File: src/rtl/clk_div_n.sv
// clk_div_n: multi-channel programmable clock divider.
// Each channel produces clk_o with phases of D+1 clk_i cycles and period
// 2*(D+1), where D is sampled from div_i only at period starts. Disabling a
// channel never truncates a high phase.
// Optional feature: define CLK_DIV_ALIGN_EN to add align_i, which restarts
// every running channel in phase on the next edge.
module clk_div_n #(
  parameter int NUM_CH = 2,
  parameter int CNT_W  = 16
) (
  input  logic                    clk_i,
  input  logic                    reset_i,
`ifdef CLK_DIV_ALIGN_EN
  input  logic                    align_i,
`endif
  input  logic [NUM_CH-1:0]       en_i,
  input  logic [NUM_CH*CNT_W-1:0] div_i,
  output logic [NUM_CH-1:0]       clk_o,
  output logic [NUM_CH-1:0]       tick_o,
  output logic [NUM_CH-1:0]       busy_o
);

  typedef enum logic [1:0] {
    ST_IDLE = 2'd0,
    ST_RUN  = 2'd1,
    ST_STOP = 2'd2
  } state_t;

  for (genvar gi = 0; gi < NUM_CH; gi++) begin : g_ch
    state_t           state_reg, state_next;
    logic [CNT_W-1:0] cnt_reg, cnt_next;
    logic [CNT_W-1:0] shadow_reg, shadow_next;
    logic             clk_reg, clk_next;
    logic             tick_reg, tick_next;
    logic             busy_w;
    logic [CNT_W-1:0] div_w;
    logic             term_w;

    assign div_w  = div_i[gi*CNT_W +: CNT_W];
    // Terminal count of the current phase, judged against the latched divide value.
    assign term_w = (cnt_reg == shadow_reg);

    // State register: all channel state, cleared asynchronously by reset_i.
    always_ff @(posedge clk_i or posedge reset_i) begin
      if (reset_i) begin
        state_reg  <= ST_IDLE;
        cnt_reg    <= '0;
        shadow_reg <= '0;
        clk_reg    <= 1'b0;
        tick_reg   <= 1'b0;
      end else begin
        state_reg  <= state_next;
        cnt_reg    <= cnt_next;
        shadow_reg <= shadow_next;
        clk_reg    <= clk_next;
        tick_reg   <= tick_next;
      end
    end

    // Next-state logic: phase counting, toggling and graceful stop.
    always_comb begin
      state_next  = state_reg;
      cnt_next    = cnt_reg;
      shadow_next = shadow_reg;
      clk_next    = clk_reg;
      tick_next   = 1'b0;
      case (state_reg)
        ST_IDLE: begin
          cnt_next = '0;
          clk_next = 1'b0;
          if (en_i[gi]) begin
            state_next  = ST_RUN;
            clk_next    = 1'b1;
            tick_next   = 1'b1;
            shadow_next = div_w;
          end
        end
        ST_RUN: begin
`ifdef CLK_DIV_ALIGN_EN
          // Align wins over terminal count and over a disable request.
          if (align_i) begin
            cnt_next    = '0;
            clk_next    = 1'b1;
            tick_next   = 1'b1;
            shadow_next = div_w;
          end else
`endif
          if (!en_i[gi] && !clk_reg) begin
            // Low phase is already "off": stop immediately.
            state_next = ST_IDLE;
            cnt_next   = '0;
            clk_next   = 1'b0;
          end else if (term_w) begin
            cnt_next = '0;
            clk_next = ~clk_reg;
            if (!en_i[gi]) begin
              // High phase finished on the same edge the disable was seen.
              state_next = ST_IDLE;
            end else if (!clk_reg) begin
              // Rising edge starts a new period: pulse and pick up new D.
              tick_next   = 1'b1;
              shadow_next = div_w;
            end
          end else begin
            cnt_next = cnt_reg + CNT_W'(1);
            if (!en_i[gi]) begin
              state_next = ST_STOP;
            end
          end
        end
        ST_STOP: begin
          // clk_reg is always high here; finish the high phase untouched.
          if (term_w) begin
            cnt_next   = '0;
            clk_next   = 1'b0;
            state_next = en_i[gi] ? ST_RUN : ST_IDLE;
          end else begin
            cnt_next = cnt_reg + CNT_W'(1);
            if (en_i[gi]) begin
              state_next = ST_RUN;
            end
          end
        end
        default: begin
          state_next = ST_IDLE;
          cnt_next   = '0;
          clk_next   = 1'b0;
        end
      endcase
    end

    // Output logic: busy is any non-idle state; clk/tick come straight from flops.
    always_comb begin
      busy_w = (state_reg != ST_IDLE);
    end

    assign clk_o[gi]  = clk_reg;
    assign tick_o[gi] = tick_reg;
    assign busy_o[gi] = busy_w;
  end

endmodule

File: config.mk
export PLATFORM = sky130hd
export DESIGN_NAME = clk_div_n
export DESIGN_NICKNAME = d
export VERILOG_FILES = /design/src/rtl/clk_div_n.sv
export SDC_FILE = /design/constraint.sdc
export NUM_CORES = 1
export LEC_CHECK = 0
export ABC_AREA = 1
export CAP_MARGIN = 10
export CORE_MARGIN = 4
export CORE_UTILIZATION = 32
export CTS_CLUSTER_SIZE = 12
export DETAILED_ROUTE_END_ITERATION = 12
export GPL_TIMING_DRIVEN = 1
export PLACE_DENSITY = 0.49
export SYNTH_ARGS = -nofsm -noshare
export SYNTH_HDL_FRONTEND = slang
export SYNTH_SLANG_ARGS = --single-unit
File: constraint.sdc
create_clock -name clk_i -period 3.53 [get_ports clk_i]
set_input_delay 0.706 -clock clk_i [delete_from_list [all_inputs] [get_ports clk_i]]
set_output_delay 0.706 -clock clk_i [all_outputs]
set_load 0.02 [all_outputs]
# Word-level counts from Yosys, hierarchy flattened
# Index checks and enable logic that the tools add are counted.
[totals]
ff_bits = 72
inputBits = 36
output_inout_bits = 6
word_cells = 106
[op_classes]
addsub = 2
eq_ne = 22
mux = 54
n_bitwise = 2
reduce_logical = 16
[op_table]
columns = ["op", "n"]
rows = [
  ["$mux 16", 14],
  ["$pmux 16 s2", 4],
  ["$add 16x1->16 const B", 2],
  ["$eq 16x16->1", 2],
  ["$mux 2", 12],
  ["$ne 2x2->1 const B", 12],
  ["$mux 1", 18],
  ["$ne 3x3->1 const B", 4],
  ["$pmux 2 s3", 2],
  ["$reduce_and 6->1", 2],
  ["$reduce_bool 2->1", 4],
  ["$pmux 1 s3", 2],
  ["$eq 2x1->1 const B", 2],
  ["$eq 2x2->1 const B", 2],
  ["$logic_not 1->1", 4],
  ["$logic_not 2->1", 2],
  ["$pmux 1 s2", 2],
  ["$reduce_and 2->1", 2],
  ["$logic_and 1x1->1", 2],
  ["$not 1->1", 2],
]

# Depth between registers and ports, before layout
# Gate-level depths: netlist (run 1).
[logic_depth]
depth_word = 5
depth_mapped = 12
depth_no_buf = 12

# Worst setup path after synthesis (run 1)
# OpenSTA, ideal clock, no wires.
[synth_path]
kind = "input port to flip-flop"
from = "input en_i[1]"
to = "register g_ch[1].shadow_reg[10]"
setup_time_ps = 117
arrival_time_ps = 1506
required_time_ps = 3413
setup_slack_ps = 1907
path_stages = 6
n_path_buf = 1
path_cell_list = "inv_1 o22ai_1 nand2_1 clkbuf_1 nand3_1 nand2_1"
[synth_between]
elab_chain_cells = 4
word_cells_on_any_way = 6
classes_between = "eq/ne: 3; reduce/logical: 3"
[synth_lines]
columns = ["element", "line", "source"]
rows = [
  ["start: declaration", "16", "input logic [NUM_CH-1:0] en_i,"],
  ["$logic_not 1->1", "-", ""],
  ["$logic_and 1x1->1", "88", "if (!en_i[gi] && !clk_reg) begin"],
  ["$ne 2x2->1 (no source line)", "-", ""],
  ["$reduce_and 6->1 (no source line) *", "-", ""],
  ["end signal: assignment", "54", "shadow_reg <= shadow_next;"],
  ["end: declaration", "32", "logic [CNT_W-1:0] shadow_reg, shadow_next;"],
]
# Every way passes the cells marked *; elsewhere a longest branch is shown, timed or not.
# A chain may end at the register's enable or synchronous reset.

# Worst setup path in the final report (run 1)
[layout_path]
from = "register g_ch[1].state_reg[0]"
to = "output busy_o[1]"
[layout_between]
elab_chain_cells = 1
[layout_lines]
columns = ["element", "line", "source"]
rows = [
  ["start: declaration", "30", "state_t state_reg, state_next;"],
  ["start signal: assignment", "52", "state_reg <= state_next;"],
  ["$reduce_bool 2->1", "134", "busy_w = (state_reg != ST_IDLE);"],
  ["end: declaration", "20", "output logic [NUM_CH-1:0] busy_o"],
]
# No other way between the ends.

==> summary.md, run 1 <==
| Metric | Value |
|---|---|
| Status | completed |
| Ys async rst share | 1.00 |
| Clock Pin Slew Worst Setup and Hold Paths | 0.06 ns |
| Tightest Pin Transition | 0.626 ns |
| Number of flops mapped to enable cells by yosys | 0 |
| Initial antenna violation count | 0 |
| CTS Hold Bufs | 0 |
| CP required | 2.82 ns |
| Overall Global Routing Usage | 0.127 |
| Clock power frac | 0.245 |
| GPL Wtd Cong | 0.836 |
| DR WL/cell | 11.0 um |
| 1st-pass router iterations | 4 |
| Total Wirelength | 8.81 mm |
| Most frequent cell after synthesis | nand2_1 |
| Lkg Pwr | 2.51 nW |
| First-pass GRT wire length | 15.2 mm |
| Maxcap violations | 0 |
| IO Port Bufs | 41 |
| Internal Pwr Total | 0.00205 W |
| Fillcell total | 1331 |
| Inserted Diodes | 0 |
| Core box area | 12800 sq um |
| Sw power | 0.00134 W |
| CTS tree | built |
| RSZ-0062 raised after global routing | false |
| Arrival time at the worst endpoint | 1.77 ns |
| Sequential share of power | 0.371 |
| Vias in the first global route | 3339 |
| Final HPWL DP | 6.59 mm |
| Pins Over Slew Limit | 0 |
| Seq/Total Area, Yosys | 0.425 |
| Prevailing post-synth register cell | dfrtp_1 |
| Die Wd | 123 um |
| Die area | 15100 sq um |
| Inst Count DP | 789 |
| Synth top area share | 0.425 |
| Final Critical Period | 2.47 ns |
| GR Overflow Total | 0 |
| Area Overhead vs Synth | 18.6% |
| Iteration-0 DRC count of the detailed router | 249 |
| Largest net degree at the start of global routing | 33 |
| Fmax | 0.404 GHz |
| Via Count | 3416 |
| Final std cells w/o fill | 803 |
| Clock Sinks | 72 |
| # setup viols final | 0 |
| Clock buffer depth | 2 |
| Setup TNS | 0 ns |
| Leading area contributor after synthesis | dfrtp_1 |
| Number of I/O pins | 42 |
| CTS resizes | 0 |
| Drt drc | 0 |
| Mapped Area | 4240 sq um |
| Syn Nets | 633 |
| Crit end category | output pin |
| Hold Vio Cnt, Final | 0 |
| Clock Latency Late Sink | 0.33 ns |
| Final period util | 0.701 |
| Synth Warn # | 0 |
| Final net count | 674 |
| Synth Instances | 587 |
| Crit-path max FO | 4 |
| Initial Util | 0.332 |
| Clock root cell | clkbuf_16 |
| Pwr/cell area | 675 nW/um^2 |
| Via density per instance | 4.25 |
| Worst vdd ir | 0.300 mV |
| Final Hold Slack | 0.476 ns |
| Worst setup path category | flop to output pin |
| Antenna viol nets, final | 0 |
| Commonest cells post-synth | nand2_1, inv_1, dfrtp_1, nor2_1, nand3_1 |
| Synth area leaders | dfrtp_1, nand2_1, inv_1, nor2_1, nand3_1 |
| Htree depth | 3 |
| Normalized max-slew margin | 0.582 |
| Layout cells sized above 1 | 0.0872 |
| Num CTS Buffers | 9 |
| Syn avg cell area | 7.22 sq um |
| Core Rows | 41 |
| Gate power share | 0.384 |
| Die Y | 123 um |
| #FFs+latches synth | 72 |
| Unique cell type count in the Yosys netlist | 32 |
| Setup crit start kind | flop |
| Final worst clock skew | 0.00537 ns |
| Post-CTS Setup Bufs | 0 |
| Switching share of power | 0.395 |
| Worst hold path class | flop to flop |
-- stage by stage --
step	instance area, sq um	setup slack (ns)	utilization	total power (W)
finish	5030	1.06	0.394	0.00339
global route	5030	0.960	0.394	0.00371
CTS	5030	1.05	0.394	0.00345
detailed placement	4760	1.00	0.373	0.00260
global placement	4760	1.05	0.373	0.00258
floorplan	4240	0.999	-	0.00235
-- final cells by class --
class                   count  area (sq um)  share of cell area
flip-flops and latches     72          1800               0.358
multi-input cells         402          1950               0.387
repair buffers             43           425              0.0846
well taps                 172           215              0.0428
clock inverters             3          20.0             0.00398
inverters                 100           375              0.0747
clock buffers              11           243              0.0483
-- final timing paths --
check	to	slack [ns]	from	cells after the start
worst min register to register	g_ch[1].cnt_reg[0]	0.48	g_ch[1].cnt_reg[0]	1
worst min-delay path	g_ch[1].cnt_reg[0]	0.48	g_ch[1].cnt_reg[0]	1
worst max register to register	g_ch[1].shadow_reg[6]	1.60	g_ch[1].state_reg[0]	8
min in group asynchronous	g_ch[1].cnt_reg[1]	0.72	reset_i	2
worst max-delay path	busy_o[1]	1.06	g_ch[1].state_reg[0]	4
max in group asynchronous	g_ch[1].state_reg[1]	2.09	reset_i	3
-- kinds of logic (layout without fill, tap and decap cells) --
family / Yosys count / after routing / synth area share
XOR/XNOR: 16 / 16 / 0.0331
buffers and inverters: 113 / 157 / 0.115
AO/OA/AOI/OAI: 37 / 37 / 0.0611
AND/OR/NAND/NOR: 339 / 339 / 0.336
adder cells (fa/ha/maj): 10 / 10 / 0.0295
flip-flops: 72 / 72 / 0.425
-- routing by layer --
metal | track usage | share of wire
met1 | 0.165 | 0.50
met2 | 0.207 | 0.46
met4 | 0.0325 | 0.0093
met3 | 0.0375 | 0.035
met5 | 0 | 0
-- worst max-delay path: stages (launching register included) --
cell	delay, ns
dfrtp_1	0.40
inv_1	0.09
ha_1	0.21
inv_1	0.12
clkdlybuf4s50_1	0.62
-- power groups by stage --
stage / combinational, W / clock, W / sequential (W)
detailed placement: 0.00133 / 0 / 0.00127
global placement: 0.00131 / 0 / 0.00127
global route: 0.00152 / 0.000895 / 0.00130
CTS: 0.00133 / 0.000857 / 0.00126
floorplan: 0.00114 / 0 / 0.00121
finish: 0.00130 / 0.000831 / 0.00126
-- layout by cell type, fill, tap and decap left out, types with 3 or more instances in the layout --
master,n
a21oi_1,3
clkbuf_16,9
clkdlybuf4s50_1,41
dfrtp_1,72
ha_1,10
inv_1,90
inv_2,10
nand2_1,210
nand2_2,3
nand2_4,3
nand3_1,34
nor2_1,72
nor3_1,8
o21ai_0,12
o21ai_2,17
xor2_1,14
(Power assumes the default switching activity.)
==> run 2, diff against run 1 <==
clock period = 2.55 ns   (was 3.53 ns; I/O delays follow)
==> run 2 against run 1 <==
Effect of this change:
- critical path depth unchanged
- register-to-register slack worse by 0.94 ns
- final cell count up 0.62%
- clock skew down 0.0010 ns
- combinational power up 42%
- non-clock buffer count up 3
- sequential cell count unchanged
- hold slack better by 0.012 ns
- critical endpoint unchanged
==> summary.md, run 2 (synthesized netlist as in run 1, its figures left out) <==
| Metric | Value |
|---|---|
| Status | completed (unchanged) |
| M1 wire length | 4.14 mm (was 4.38 mm) |
| Initial Util | 0.332 (unchanged) |
| Largest net degree at the start of global routing | 36 (was 33) |
| Final std cells w/o fill | 808 (was 803) |
| Pins Over Slew Limit | 0 (unchanged) |
| Hold Vio Cnt, Final | 0 (unchanged) |
| Number of I/O pins | 42 (unchanged) |
| Crit path buf inv count | 3 (unchanged) |
| CP delay by family, top | buffers and inverters (unchanged) |
| GR Overflow Total | 0 (unchanged) |
| Die Y | 123 um (unchanged) |
| Worst hold path class | primary input to async pin (was flop to flop) |
| Post-CTS Setup Bufs | 0 (unchanged) |
| Final period util | 0.891 |
| Clock Latency Late Sink | 0.33 ns (about the same) |
| CTS resizes | 0 (unchanged) |
| Commonest cells after routing, fill and taps aside | nand2_1, inv_1, nor2_1, dfrtp_1, clkdlybuf4s50_1 (unchanged) |
| Pwr/cell area | 980 nW/um^2 (was 675 nW/um^2) |
| Final net count | 677 (was 674) |
| Total Wirelength | 8.90 mm (was 8.81 mm) |
| Inserted Diodes | 0 (unchanged) |
| Worst setup path category | flop to output pin (unchanged) |
| Worst path cell trace | inv_1 > ha_1 > inv_1 > clkdlybuf4s50_1 (unchanged) |
| Clock power frac | 0.294 (was 0.245) |
| Num CTS Buffers | 9 (unchanged) |
| Worst vdd ir | 0.453 mV (was 0.300 mV) |
| Tightest Pin Transition | 0.438 ns (was 0.626 ns) |
| Antenna viol nets, final | 0 (unchanged) |
| Die Wd | 123 um (unchanged) |
| Sw power | 0.00187 W (was 0.00134 W) |
| CP required | 2.04 ns (was 2.82 ns) |
| Clock root cell | clkbuf_16 (unchanged) |
| Crit-path max FO | 4 (unchanged) |
| Core box area | 12800 sq um (unchanged) |
| Maxcap violations | 0 (unchanged) |
| Die area | 15100 sq um (unchanged) |
| Fmax | 0.440 GHz |
| 1st-pass router iterations | 4 (unchanged) |
| Core Rows | 41 (unchanged) |
| WL met3 | 334 um (was 308 um) |
| Via Count | 3495 (was 3416) |
| Clock buffer depth | 2 (unchanged) |
| Multi-input gate area | 1950 sq um (unchanged) |
| Normalized max-slew margin | 0.708 (was 0.582) |
| FF/Latch Area | 1800 sq um (unchanged) |
| Layout cells sized above 1 | 0.0959 (was 0.0872) |
| Inst Count DP | 792 (was 789) |
| Clock Pin Slew Worst Setup and Hold Paths | 0.06 ns (about the same) |
| # setup viols final | 0 (unchanged) |
| Iteration-0 DRC count of the detailed router | 128 (was 249) |
| Post-placement cell area | 4810 sq um (was 4760 sq um) |
| Internal Pwr Total | 0.00319 W (was 0.00205 W) |
| Overall Global Routing Usage | 0.133 (was 0.127) |
| Gate power share | 0.365 (was 0.384) |
| Final Critical Period | 2.27 ns |
| Via density per instance | 4.33 (was 4.25) |
| RSZ-0062 raised after global routing | false (unchanged) |
| Crit end category | output pin (unchanged) |
| CTS Hold Bufs | 0 (unchanged) |
| Setup crit start kind | flop (unchanged) |
| Switching share of power | 0.370 (was 0.395) |
| Most common cell after layout, fill and taps aside | nand2_1 (unchanged) |
| Area Overhead vs Synth | 21.9% (was 18.6%) |
| Arrival time at the worst endpoint | 1.76 ns (was 1.77 ns) |
| IO Port Bufs | 41 (unchanged) |
| Htree depth | 3 (unchanged) |
| Sequential share of power | 0.341 (was 0.371) |
| Initial antenna violation count | 0 (unchanged) |
| Vias in the first global route | 3530 (was 3339) |
| Drt drc | 0 (unchanged) |
| Design area | 5170 sq um (was 5030 sq um) |
| Lkg Pwr | 2.58 nW (was 2.51 nW) |
| Fillcell total | 1320 (was 1331) |
| GPL Wtd Cong | 0.823 (was 0.836) |
| Final HPWL DP | 6.68 mm (was 6.59 mm) |
| Final worst clock skew | 0.00433 ns (was 0.00537 ns) |
| CP peak stage delay | 0.63 ns (was 0.62 ns) |
| Met2 wire len | 4.31 mm (was 4.04 mm) |
| DR top layer | met4 (unchanged) |
| First-pass GRT wire length | 15.9 mm (was 15.2 mm) |
| Clock Sinks | 72 (unchanged) |
| Critical path's slowest cell | clkdlybuf4s50_1 (unchanged) |
| Setup TNS | 0 ns (unchanged) |
| Most used cell, CP | inv_1 (unchanged) |
| DR WL/cell | 11.0 um (about the same) |
| CTS tree | built (unchanged) |
run 2: cell count changes in the layout (fill, tap and decap cells not counted), sizes merged:
| cell | delta |
|---|---|
| bufinv | +3 |
| clkinvlp | -1 |
| buf | +3 |
run 2: cell type report:
cell class | count | share of cell area
Multi-Input combinational cell | 402 | 0.377
Sequential cell | 72 | 0.349
Timing Repair Buffer | 46 | 0.0915
Inverter | 100 | 0.0726
Clock buffer | 11 | 0.0489
Tap cell | 172 | 0.0416
Clock inverter | 5 | 0.0199
run 2: through the flow:
| stage | hold slack [ns] | setup slack [ns] | total power (W) | util |
|---|---|---|---|---|
| 4_1_cts | 0.492 | 0.237 | 0.00517 | 0.405 |
| 3_5_place_dp | 0.484 | 0.295 | 0.00364 | 0.377 |
| 3_3_place_gp | 0.481 | 0.340 | 0.00360 | 0.377 |
| 6_report | 0.488 | 0.278 | 0.00507 | 0.405 |
| 2_1_floorplan | 0.451 | 0.215 | 0.00325 | - |
| 5_1_grt | 0.523 | 0.183 | 0.00554 | 0.405 |
run 2: path summary, 6_finish.rpt:
kind	from	endpoint	slack, ns	cells after the start
setup / recovery	g_ch[1].state_reg[0]	busy_o[1]	0.28	4
hold / removal	reset_i	g_ch[1].cnt_reg[2]	0.49	2
setup reg to reg	g_ch[0].cnt_reg[6]	g_ch[0].shadow_reg[11]	0.66	11
hold reg to reg	g_ch[1].cnt_reg[0]	g_ch[1].cnt_reg[0]	0.49	1
max in group asynchronous	reset_i	g_ch[0].shadow_reg[12]	1.33	4
min in group clk_i	g_ch[1].cnt_reg[0]	g_ch[1].cnt_reg[0]	0.49	1
run 2: per-layer routing:
metal,GRT usage,up-vias
li1,-,1856
met1,0.159,1579
met2,0.232,51
met3,0.0325,9
met4,0.0457,0
met5,0,-
run 2: power groups by stage:
stage	registers [W]	logic, W	clock network, W
2_1_floorplan	0.00167	0.00158	0
3_3_place_gp	0.00175	0.00185	0
3_5_place_dp	0.00175	0.00189	0
4_1_cts	0.00173	0.00190	0.00154
5_1_grt	0.00178	0.00218	0.00158
6_report	0.00173	0.00185	0.00149
==> run 3, diff against run 2 <==
DONT_BUFFER_PORTS = 1   (was default)
PLACE_DENSITY = 0.45   (was 0.49)
==> run 3 against run 2 <==
Effect of this change:
- non-clock buffer count shrank 43
- largest power group is now registers
- power shrank 7.5%
- highest routed layer unchanged
- first-iteration DRC count grew 71%
- sequential power grew 2%
- clock skew grew 0.0018 ns
- routed wire length grew 2.0%
- setup slack gained 0.36 ns
- via count shrank 4.2%
- die area is the same
- critical path depth grew 7
- register-to-register slack lost 0.02 ns
- clock-buffer cell count grew 1
==> summary.md, run 3 (synthesized netlist as in run 1, its figures left out) <==
| Metric | Value |
|---|---|
| Num CTS Buffers | 9 (unchanged) |
| Via density per instance | 4.38 (was 4.33) |
| Pins Over Slew Limit | 0 (unchanged) |
| Overall Global Routing Usage | 0.136 (was 0.133) |
| Area Overhead vs Synth | 9.57% (was 21.9%) |
| Layout cells sized above 1 | 0.0944 (was 0.0959) |
| Final net count | 634 (was 677) |
| Fmax | 0.523 GHz (was 0.440 GHz) |
| Final worst clock skew | 0.00608 ns (was 0.00433 ns) |
| Die area | 15100 sq um (unchanged) |
| Initial antenna violation count | 0 (unchanged) |
| Setup slack, reg-to-reg | 0.64 ns (was 0.66 ns) |
| Core Util, Final | 0.364 (was 0.405) |
| CP required | 2.76 ns (was 2.04 ns) |
| 1st-pass router iterations | 4 (unchanged) |
| GPL Wtd Cong | 0.778 (was 0.823) |
| Crit-path max FO | 32 (was 4) |
| Number of I/O pins | 42 (unchanged) |
| First-pass GRT wire length | 15.9 mm (about the same) |
| Clock Pin Slew Worst Setup and Hold Paths | 0.06 ns (about the same) |
| Largest net degree at the start of global routing | 44 (was 36) |
| Status | completed (unchanged) |
| Die Wd | 123 um (unchanged) |
| Design Power | 0.00469 W (was 0.00507 W) |
| Reg-to-reg startpoint | g_ch[0].cnt_reg[6] (unchanged) |
| Initial Util | 0.332 (unchanged) |
| Setup crit start kind | flop (unchanged) |
| Antenna viol nets, final | 0 (unchanged) |
| GR Overflow Total | 0 (unchanged) |
| # setup viols final | 0 (unchanged) |
| Lkg Pwr | 2.37 nW (was 2.58 nW) |
| Drt drc | 0 (unchanged) |
| DP Worst Slack | 0.617 ns (was 0.295 ns) |
| Commonest cells after routing, fill and taps aside | nand2_1, inv_1, nor2_1, dfrtp_1, nand3_1 (was nand2_1, inv_1, nor2_1, dfrtp_1, clkdlybuf4s50_1) |
| Final HPWL DP | 6.71 mm (was 6.68 mm) |
| CTS tree | built (unchanged) |
| IO Port Bufs | 0 (was 41) |
| FF/Latch Area | 1800 sq um (unchanged) |
| Fillcell total | 1336 (was 1320) |
| Die Y | 123 um (unchanged) |
| Inserted Diodes | 0 (unchanged) |
| Post-CTS Setup Bufs | 0 (unchanged) |
| Critical R2R Capture | g_ch[0].shadow_reg[6] (was g_ch[0].shadow_reg[11]) |
| Setup TNS | 0 ns (unchanged) |
| Final Critical Period | 1.91 ns (was 2.27 ns) |
| Worst Setup SP | g_ch[0].cnt_reg[6] (was g_ch[1].state_reg[0]) |
| Core Rows | 41 (unchanged) |
| Clock root cell | clkbuf_16 (unchanged) |
| CTS Hold Bufs | 0 (unchanged) |
| WL met3 | 615 um (was 334 um) |
| Met2 wire len | 3.91 mm (was 4.31 mm) |
| Reg2reg path depth | 11 (unchanged) |
| Crit end category | flop (was output pin) |
| Setup ws final | 0.639 ns (was 0.278 ns) |
| DR top layer | met4 (unchanged) |
| Arrival time at the worst endpoint | 2.12 ns (was 1.76 ns) |
| Maxcap violations | 0 (unchanged) |
| Clock Sinks | 72 (unchanged) |
| M1 wire length | 4.44 mm (was 4.14 mm) |
| Total Wirelength | 9.08 mm (was 8.90 mm) |
| Core box area | 12800 sq um (unchanged) |
| RSZ-0062 raised after global routing | false (unchanged) |
| Multi-input gate area | 1950 sq um (unchanged) |
| Worst setup path category | flop to flop (was flop to output pin) |
| Clock Latency Late Sink | 0.34 ns (was 0.33 ns) |
| Iteration-0 DRC count of the detailed router | 219 (was 128) |
| Via Count | 3348 (was 3495) |
| Most common cell after layout, fill and taps aside | nand2_1 (unchanged) |
| Clock buffer depth | 2 (unchanged) |
| Pwr/cell area | 1010 nW/um^2 (was 980 nW/um^2) |
| DR WL/cell | 11.9 um (was 11.0 um) |
| Worst hold path class | primary input to async pin (unchanged) |
| Hold Vio Cnt, Final | 0 (unchanged) |
| Tightest Pin Transition | 0.572 ns (was 0.438 ns) |
| Normalized max-slew margin | 0.619 (was 0.708) |
| Worst vdd ir | 0.545 mV (was 0.453 mV) |
| Final period util | 0.749 (was 0.891) |
| Vias in the first global route | 3304 (was 3530) |
| Htree depth | 3 (unchanged) |
| CTS resizes | 0 (unchanged) |
run 3: layout make-up:
cell class / instances / area share
Timing Repair Buffer: 3 / 0.00485
Inverter: 100 / 0.0808
Clock buffer: 12 / 0.0509
Multi-Input combinational cell: 402 / 0.419
Clock inverter: 4 / 0.00970
Sequential cell: 72 / 0.388
Tap cell: 172 / 0.0463
run 3: critical path: stages (launching register included):
cell and delay (ns):
dfrtp_1 0.41, inv_2 0.08, nand2_1 0.06, nand2_1 0.05, nor2_1 0.18, nand2_1 0.08
nor2_1 0.12, nand2_2 0.10, nand2_2 0.09, nand3_4 0.33, nand2_1 0.20, o21ai_2 0.07
run 3: worst max-delay path by stage:
stage	cells after the start	to	slack [ns]
after floorplan	1	g_ch[0].clk_reg	0.22
after global placement	11	g_ch[0].shadow_reg[9]	0.64
after detailed placement	11	g_ch[0].shadow_reg[0]	0.62
after CTS	11	g_ch[0].shadow_reg[6]	0.59
after global routing	11	g_ch[0].shadow_reg[15]	0.37
final	11	g_ch[0].shadow_reg[6]	0.64
run 3: metrics by stage:
| stage | area, sq um | cells | hold WS (ns) |
|---|---|---|---|
| detailed placement | 4360 | 749 | 0.485 |
| finish | 4640 | 765 | 0.142 |
| global route | 4640 | 765 | 0.177 |
| floorplan | 4240 | 587 | 0.451 |
| global placement | 4360 | 749 | 0.479 |
| CTS | 4640 | 765 | 0.153 |
run 3: metal layers:
| metal | GRT usage | vias to the layer above |
|---|---|---|
| met1 | 0.175 | 1519 |
| met4 | 0.0353 | 0 |
| met2 | 0.213 | 54 |
| met5 | 0 | - |
| met3 | 0.0576 | 10 |
| li1 | - | 1765 |
run 3: power by group:
part / total (W) / switching, W / internal (W)
Combinational: 0.00169 / 0.00109 / 0.000601
Sequential: 0.00177 / 0.000308 / 0.00147
Clock: 0.00122 / 0.000466 / 0.000753
